<file path="config.mk">
export PLATFORM = sky130hd
export DESIGN_NAME = ula_arbiter
export DESIGN_NICKNAME = d
export VERILOG_FILES = /design/src/rtl/ula_arbiter.sv
export SDC_FILE = /design/constraint.sdc
export NUM_CORES = 1
export LEC_CHECK = 0
export ABC_CLOCK_PERIOD_IN_PS = 3200
export CAP_MARGIN = 20
export CORE_MARGIN = 2
export CORE_UTILIZATION = 38
export CTS_CLUSTER_SIZE = 8
export DETAILED_ROUTE_END_ITERATION = 7
export GPL_TIMING_DRIVEN = 0
export PLACE_DENSITY = 0.77
export SETUP_SLACK_MARGIN = 0.5
export SKIP_LAST_GASP = 1
export SLEW_MARGIN = 20
export SYNTH_ARGS = -nofsm -noshare
export SYNTH_HDL_FRONTEND = slang
export SYNTH_SLANG_ARGS = --single-unit
</file>
<file path="constraint.sdc">
create_clock -name CLOCK_50 -period 3.2 [get_ports CLOCK_50]
set_input_delay 0.64 -clock CLOCK_50 [delete_from_list [all_inputs] [get_ports CLOCK_50]]
set_output_delay 0.64 -clock CLOCK_50 [all_outputs]
set_load 0.005 [all_outputs]
</file>
<file path="src/rtl/ula_arbiter.sv">
// ula_arbiter: shares one registered 6-bit ULA between N_REQ requesters.
// A single operation is in flight at a time: IDLE accepts one request,
// ISSUE drives the ULA operand bus, WAIT counts out the ULA latency and
// RESP holds the captured result until the winning requester takes it.
//
// Handshakes: a transfer happens on a rising edge where valid and ready
// are both high; valid never depends on ready, ready may depend on valid,
// and a response holds valid with stable data until its ready is seen.
//
// Build option: define ULA_ARB_FIXED_PRIO_EN for fixed priority (lowest
// index wins, no pointer register); the default build is round-robin.
module ula_arbiter #(
    parameter int N_REQ       = 4,
    parameter int ALU_LATENCY = 2
) (
    input  logic               CLOCK_50,
    input  logic               reset,
    input  logic [N_REQ-1:0]   req_valid,
    output logic [N_REQ-1:0]   req_ready,
    input  logic [6*N_REQ-1:0] req_a,
    input  logic [6*N_REQ-1:0] req_b,
    input  logic [3*N_REQ-1:0] req_op,
    input  logic [N_REQ-1:0]   req_modo,
    output logic [5:0]         alu_a,
    output logic [5:0]         alu_b,
    output logic [2:0]         alu_op,
    output logic               alu_modo,
    input  logic [6:0]         alu_result,
    input  logic               alu_overflow,
    output logic [N_REQ-1:0]   rsp_valid,
    input  logic [N_REQ-1:0]   rsp_ready,
    output logic [6:0]         rsp_result,
    output logic               rsp_overflow,
    output logic               rsp_zero,
    output logic               busy,
    output logic [1:0]         dbg_state
);

    localparam int IW = (N_REQ > 1) ? $clog2(N_REQ) : 1;
    localparam int CW = (ALU_LATENCY > 1) ? $clog2(ALU_LATENCY) : 1;
    localparam logic [CW-1:0] CNT_LOAD = CW'(ALU_LATENCY - 1);

    typedef enum logic [1:0] {
        IDLE  = 2'd0,
        ISSUE = 2'd1,
        WAIT  = 2'd2,
        RESP  = 2'd3
    } state_t;

    state_t        state_q, state_d;
    logic [CW-1:0] cnt_q, cnt_d;
    logic [IW-1:0] gnt_q;
    logic [5:0]    opa_q, opb_q;
    logic [2:0]    opop_q;
    logic          opmodo_q;
    logic [5:0]    alu_a_q, alu_b_q;
    logic [2:0]    alu_op_q;
    logic          alu_modo_q;
    logic [6:0]    res_q;
    logic          ovf_q;
    logic          zero_q;
`ifndef ULA_ARB_FIXED_PRIO_EN
    logic [IW-1:0] ptr_q;
`endif

    logic [IW-1:0] win_idx;
    logic [IW-1:0] cand;
    logic          win_found;
    logic          accept;

    // Arbitration: first valid requester found from the search start.
    always_comb begin
        win_found = 1'b0;
        win_idx   = '0;
        cand      = '0;
        for (int k = 0; k < N_REQ; k++) begin
`ifdef ULA_ARB_FIXED_PRIO_EN
            cand = IW'(k);
`else
            cand = IW'((int'(ptr_q) + k) % N_REQ);
`endif
            if (!win_found && req_valid[cand]) begin
                win_found = 1'b1;
                win_idx   = cand;
            end
        end
    end

    // Grant is offered only in IDLE and never while reset is asserted.
    always_comb begin
        req_ready = '0;
        if (state_q == IDLE && !reset && win_found) begin
            req_ready[win_idx] = 1'b1;
        end
    end

    assign accept = |(req_valid & req_ready);

    // Next-state and latency counter for the one-operation-in-flight FSM.
    always_comb begin
        state_d = state_q;
        cnt_d   = cnt_q;
        case (state_q)
            IDLE: begin
                if (accept) state_d = ISSUE;
            end
            ISSUE: begin
                state_d = WAIT;
                cnt_d   = CNT_LOAD;
            end
            WAIT: begin
                if (cnt_q == '0) state_d = RESP;
                else             cnt_d   = cnt_q - CW'(1);
            end
            RESP: begin
                if (rsp_ready[gnt_q]) state_d = IDLE;
            end
            default: state_d = IDLE;
        endcase
    end

    // FSM state and counter registers.
    always_ff @(posedge CLOCK_50) begin
        if (reset) begin
            state_q <= IDLE;
            cnt_q   <= '0;
        end else begin
            state_q <= state_d;
            cnt_q   <= cnt_d;
        end
    end

    // Datapath: latch on acceptance, drive ULA on issue, capture at count 0.
    always_ff @(posedge CLOCK_50) begin
        if (reset) begin
            gnt_q      <= '0;
            opa_q      <= '0;
            opb_q      <= '0;
            opop_q     <= '0;
            opmodo_q   <= 1'b0;
            alu_a_q    <= '0;
            alu_b_q    <= '0;
            alu_op_q   <= '0;
            alu_modo_q <= 1'b0;
            res_q      <= '0;
            ovf_q      <= 1'b0;
            zero_q     <= 1'b0;
`ifndef ULA_ARB_FIXED_PRIO_EN
            ptr_q      <= '0;
`endif
        end else begin
            if (accept) begin
                gnt_q    <= win_idx;
                opa_q    <= req_a[6*win_idx +: 6];
                opb_q    <= req_b[6*win_idx +: 6];
                opop_q   <= req_op[3*win_idx +: 3];
                opmodo_q <= req_modo[win_idx];
`ifndef ULA_ARB_FIXED_PRIO_EN
                ptr_q    <= (win_idx == IW'(N_REQ - 1)) ? '0 : win_idx + IW'(1);
`endif
            end
            if (state_q == ISSUE) begin
                alu_a_q    <= opa_q;
                alu_b_q    <= opb_q;
                alu_op_q   <= opop_q;
                alu_modo_q <= opmodo_q;
            end
            if (state_q == WAIT && cnt_q == '0) begin
                res_q  <= alu_result;
                ovf_q  <= alu_overflow;
                // Bit 6 is carry/borrow and does not count towards zero.
                zero_q <= (alu_result[5:0] == 6'd0);
            end
        end
    end

    // Response is one-hot on the latched grant while in RESP.
    always_comb begin
        rsp_valid = '0;
        if (state_q == RESP) begin
            rsp_valid[gnt_q] = 1'b1;
        end
    end

    assign alu_a        = alu_a_q;
    assign alu_b        = alu_b_q;
    assign alu_op       = alu_op_q;
    assign alu_modo     = alu_modo_q;
    assign rsp_result   = res_q;
    assign rsp_overflow = ovf_q;
    assign rsp_zero     = zero_q;
    assign busy         = (state_q != IDLE);
    assign dbg_state    = state_q;

endmodule

</file>
# Word level (Yosys, flattened, before mapping)
# Cells that the tools add are included.
[word_totals] regBits=48 latch_bits=0 ram_bits=0 mem_bits_ro=0 input_bits=82 output_inout_bits=36 word_cells=93 mem_count=0
[classes] n_addsub=5 mul=2 div_mod_pow=0 magnitude_cmp=8 eq_ne=7 shift=3 muxes=33 n_bitwise=2 n_reduce_logical=18
[ops] operator="24-bit by 6-bit variable part select with 6-bit output" n=2
[ops] operator="2-bit by 3-bit less-than comparator with 1-bit output, second input constant" n=6
[ops] operator="2-bit 2-to-1 mux" n=8
[ops] operator="1-bit 2-to-1 mux" n=13
[ops] operator="1-bit binary-select mux with 2-bit select" n=6
[ops] operator="12-bit by 5-bit variable part select with 3-bit output" n=1
[ops] operator="1-bit logical AND" n=8
[ops] operator="2-bit by 2-bit multiplier with 4-bit output, first input constant" n=2
[ops] operator="4-bit 2-to-1 mux" n=2
[ops] operator="2-bit one-hot mux with 4 select lines" n=1
[ops] operator="2-bit equality test, second input constant" n=3
[ops] operator="6-bit zero test" n=1
[ops] operator="2-bit != test, second input constant" n=3
[ops] operator="2-bit by 1-bit adder with 2-bit output, second input constant" n=2
[ops] operator="2-bit adder, second input constant" n=2
[ops] operator="4-bit AND" n=1
[ops] operator="1-bit demux with 2-bit select" n=2
[ops] operator="2-bit by 1-bit >= comparator with 1-bit output, second input constant" n=2
[ops] operator="1-bit zero test" n=4
[ops] operator="2-bit nonzero test" n=2
[ops] operator="4-bit OR reduction" n=1
[ops] operator="3-bit AND reduction" n=1
[ops] operator="2-bit by 1-bit equality test with 1-bit output, second input constant" n=1
[ops] operator="2-bit zero test" n=1
[ops] operator="3 further kinds" n=3

# Logic depth before layout (Yosys ltp)
# Gate-level depths: netlist of the first run.
[depth] ltp_word=21 ltp_mapped=12 ltp_nobuf=9

# Worst setup path before layout of the first run
# No wires, ideal clock.
[synth_timing] path_type="input to output" from="input req_valid[2]" to="output req_ready[2]" t_arrival_ns=2.496 required_ns=2.560 slack_ns=0.064 path_stages=11 path_buffers=3 path_cell_list="nor2b_1 a311oi_2 nor2_2 buf_6 buf_6 ha_1 a22o_1 nor3_4 a21oi_4 buf_4 and3_1"
[synth_between] elab_chain_cells=17 word_cells_on_any_way=29 cone_classes="2 x order compare; 19 x mux; 8 x reduce/logical"
[synth_lines] item="start: declaration" line="18" text="input logic [N_REQ-1:0] req_valid,"
[synth_lines] item="1-bit binary-select mux with 2-bit select" line="82" text="if (!win_found && req_valid[cand]) begin"
[synth_lines] item="1-bit 2-to-1 mux (implied by the code)" line="82"
[synth_lines] item="1-bit 2-to-1 mux" line="82"
[synth_lines] item="1-bit zero test" line="82"
[synth_lines] item="1-bit logical AND" line="82"
[synth_lines] item="1-bit 2-to-1 mux" line="82"
[synth_lines] item="1-bit zero test" line="82"
[synth_lines] item="1-bit logical AND" line="82"
[synth_lines] item="1-bit 2-to-1 mux" line="82"
[synth_lines] item="1-bit zero test" line="82"
[synth_lines] item="1-bit logical AND" line="82"
[synth_lines] item="2-bit 2-to-1 mux" line="82"
[synth_lines] item="2-bit by 3-bit less-than comparator with 1-bit output (implied by the code) / 2-bit by 1-bit >= comparator with 1-bit output (equally long branches)" line="93" text="req_ready[win_idx] = 1'b1;"
[synth_lines] item="1-bit logical AND (implied by the code)" line="93"
[synth_lines] item="1-bit 2-to-1 mux (implied by the code)" line="93"
[synth_lines] item="1-bit demux with 2-bit select" line="93"
[synth_lines] item="4-bit 2-to-1 mux (*)" line="92" text="if (state_q == IDLE && !reset && win_found) begin"
[synth_lines] item="end: declaration" line="19" text="output logic [N_REQ-1:0] req_ready,"
# Mark *: on every way between the ends. The rest lies on a longest branch, timed or not. The select of a mux whose other input is x is not followed.

# Final worst setup path of the first run
# Same ends and word-level chain as after synthesis.

==> results of run 1 <==
==> through the flow <==
step | cell area (sq um) | setup WS (ns) | std cells
floorplan | 2680 | 0.163 | 269
global placement | 3940 | -1.10 | 465
detailed placement | 3940 | -1.08 | 465
CTS | 4150 | 0.138 | 487
global route | 4160 | 0.0185 | 488
finish | 4160 | 0.109 | 488
==> critical path, stage by stage <==
cell and delay, ns:
buf_8 0.10, nor2b_4 0.12, a311oi_2 0.21, nor2_2 0.08, buf_6 0.13, buf_12 0.12
ha_4 0.14, a22o_1 0.26, nor3_4 0.18, a21oi_4 0.09, buf_6 0.12, and3_4 0.14
buf_6 0.11
==> worst paths after layout <==
| check | cells after the start | endpoint | slack [ns] |
|---|---|---|---|
| setup / recovery | 13 | req_ready[2] | 0.11 |
| hold / removal | 2 | rsp_result[3] | 0.46 |
| setup reg to reg | 14 | gnt_q[0] | 0.68 |
| hold reg to reg | 2 | rsp_result[3] | 0.46 |
==> metal layers <==
metal	global-route usage	share of wire	vias to the layer above
met3	0.0370	0.057	8
met5	0	0	-
met4	0.0434	0.013	0
met1	0.234	0.43	1135
li1	-	-	1212
met2	0.333	0.50	77
==> registers in the layout (all words and copies together) (netlist names) <==
| name | count |
|---|---|
| opb_q | 6 |
| alu_modo | 1 |
| opmodo_q | 1 |
| rsp_zero | 1 |
| opop_q | 3 |
| ptr_q | 2 |
| alu_a | 6 |
| gnt_q | 2 |
| opa_q | 6 |
| dbg_state | 2 |
| alu_op | 3 |
| rsp_overflow | 1 |
| alu_b | 6 |
| rsp_result | 7 |
| cnt_q | 1 |
==> area by class of cell <==
class                      count  area share
inverter                       5     0.00451
timing repair buffer         131       0.304
sequential                    48       0.231
multi-input combinational    197       0.377
clock buffer                   8      0.0217
buffer                        19      0.0373
tap                           80      0.0241
==> Yosys cell counts, drive strengths merged (2+ instances only) <==
cell type | n | area, sq um
mux2i | 67 | 671
dfxtp | 48 | 961
nor2 | 31 | 119
nand2 | 19 | 73.8
nor3b | 18 | 135
a21o | 16 | 120
a21oi | 12 | 75.1
buf | 10 | 97.6
clkbuf | 9 | 37.5
ha | 6 | 75.1
inv | 5 | 18.8
nor3 | 5 | 47.5
a211oi | 3 | 27.5
nand2b | 3 | 18.8
nor2b | 3 | 18.8
and2 | 2 | 12.5
and3 | 2 | 12.5
or4 | 2 | 15.0
==> cells by family after synthesis <==
group	synth area share
buffers and inverters	0.0584
flip-flops	0.364
adder cells (fa/ha/maj)	0.0285
multiplexers	0.263
AND/OR/NAND/NOR	0.178
AO/OA/AOI/OAI	0.107
==> power by group through the flow <==
stage | registers (uW) | clock network [uW] | logic, uW
CTS | 873 | 373 | 1350
finish | 874 | 367 | 1350
global route | 900 | 395 | 1460
floorplan | 864 | 0 | 837
global placement | 876 | 0 | 1240
detailed placement | 883 | 0 | 1260
==> repair_timing <==
item / in CTS / in global routing
endpoints found under the setup margin: 26 / 6
hold buffers: 0 / 0
buffers inserted: 14 / 1
gates resized for setup: 34 / 6
pin swaps: 7 / 2
==> layout by cell type (no fill, tap or decap), drive strengths merged, types with 2 or more instances in the layout <==
master / synthesis / final
clkdlybuf4s50: 0 / 108
mux2i: 67 / 67
dfxtp: 48 / 48
nor2: 31 / 31
buf: 10 / 30
nand2: 19 / 19
nor3b: 18 / 18
clkbuf: 9 / 18
a21o: 16 / 16
a21oi: 12 / 12
ha: 6 / 6
inv: 5 / 5
nor3: 5 / 5
nor2b: 3 / 3
nand2b: 3 / 3
a211oi: 3 / 3
or4: 2 / 2
and2: 2 / 2
and3: 2 / 2
==> results.sh, run 1 <==
export IMPL_power_density_nw_per_um2=622
export IMPL_cts_htree_levels=2
export IMPL_setup_worst_path_class="in -> out"
export IMPL_reg2reg_from="ptr_q[0]"
export IMPL_slew_violations=0
export IMPL_core_area_sq_um=6760
export IMPL_fin_util=0.616
export IMPL_die_h_microns=87.3
export IMPL_power_switching_uw=887
export IMPL_switching_share=0.343
export IMPL_start_kind="primary input"
export IMPL_hpwl_microns=5280
export IMPL_die_w_microns=87.3
export IMPL_period_minus_slack_ns=3.09
export IMPL_p_clk_frac=0.142
export IMPL_hold_viol_final=0
export IMPL_worstSetupStartpoint="req_valid[2]"
export IMPL_synth_edf_count=0
export IMPL_multi_input_area_sq_um=1570
export IMPL_vias_per_cell=4.98
export IMPL_area_growth_syn_to_layout_pct=57.8
export IMPL_clk_latency_ns=0.30
export IMPL_gp_congestion=0.787
export IMPL_max_cap_violations=0
export IMPL_start_util=0.390
export IMPL_io_buffers=116
export IMPL_diodes=0
export IMPL_syn_num_nets=357
export IMPL_setup_tns_ns=0
export IMPL_synthArstFlopShare=0
export IMPL_dieArea_sq_um=7620
export IMPL_vias=2432
export IMPL_critPathRequiredTime_ns=2.56
export IMPL_leakagePower_uw=0.00174
export IMPL_routed_wirelength_microns=7140
export IMPL_netlist_instances=269
export IMPL_antenna_left=0
export IMPL_wl_per_cell_microns=14.6
export IMPL_drt_first_pass_iters=4
export IMPL_fmax_mhz=323
export IMPL_rsz0062_at_grt="yes"
export IMPL_cp_arrival_ns=2.45
export IMPL_clock_sinks=48
export IMPL_drive_gt1_frac=0.142
export IMPL_core_rowCount=30
export IMPL_grt_pass1_vias=2439
export IMPL_avgSynthCellArea_sq_um=9.80
export IMPL_critPathCaptureType="primary output"
export IMPL_grt_antenna_before_repair=0
export IMPL_drtIter0Drc=87
export IMPL_relSlewSlack=0.645
export IMPL_skew_ns=0.00701
export IMPL_grt_max_degree=14
export IMPL_synth_seq_cells=48
export IMPL_finalSetupViolations=0
export IMPL_yosys_most_used_dff="dfxtp_1"
export IMPL_cts_root_buffer="clkbuf_8"
export IMPL_clk_pin_slew_ns=0.08
export IMPL_yosys_warnings=0
export IMPL_fin_crit_sh=0.966
export IMPL_hp_start="rsp_result[3]"
export IMPL_drc=0
export IMPL_synth_area_sq_um=2640
export IMPL_whs_ns=0.457
export IMPL_grt_pass1_wl_microns=11400
export IMPL_pwr_share_comb=0.520
export IMPL_cp_max_fo=4
export IMPL_p_total_uw=2590
export IMPL_worstMarginPinSlew_ns=0.533
export IMPL_clk_path_buf_depth=2
export IMPL_seqPwrFrac=0.338
export IMPL_cts_tree="built"
export IMPL_globalRouteOverflowTotal=0
export IMPL_synth_cell_type_count=37
export IMPL_ys_seq_area_frac=0.364
export IMPL_io_pins=118
export IMPL_regArea_sq_um=962
export IMPL_numCtsBuffers=5
export IMPL_fill_cells=602
export IMPL_intPower_uw=1700
export IMPL_min_delay_path_class="reg -> reg"
export IMPL_grtUsageTotal=0.188
export IMPL_fin_nets=495
export IMPL_status="finished clean"
export IMPL_worst_ir_drop_vdd_mv=0.281
No activity file was read; power rests on OpenSTA's default activity.
==> inputs of run 2 (changes only) <==
- GPL_ROUTABILITY_DRIVEN: default -> 0
==> results of run 2 <==
Final layout, timing and power as in run 1 (identical DEF).
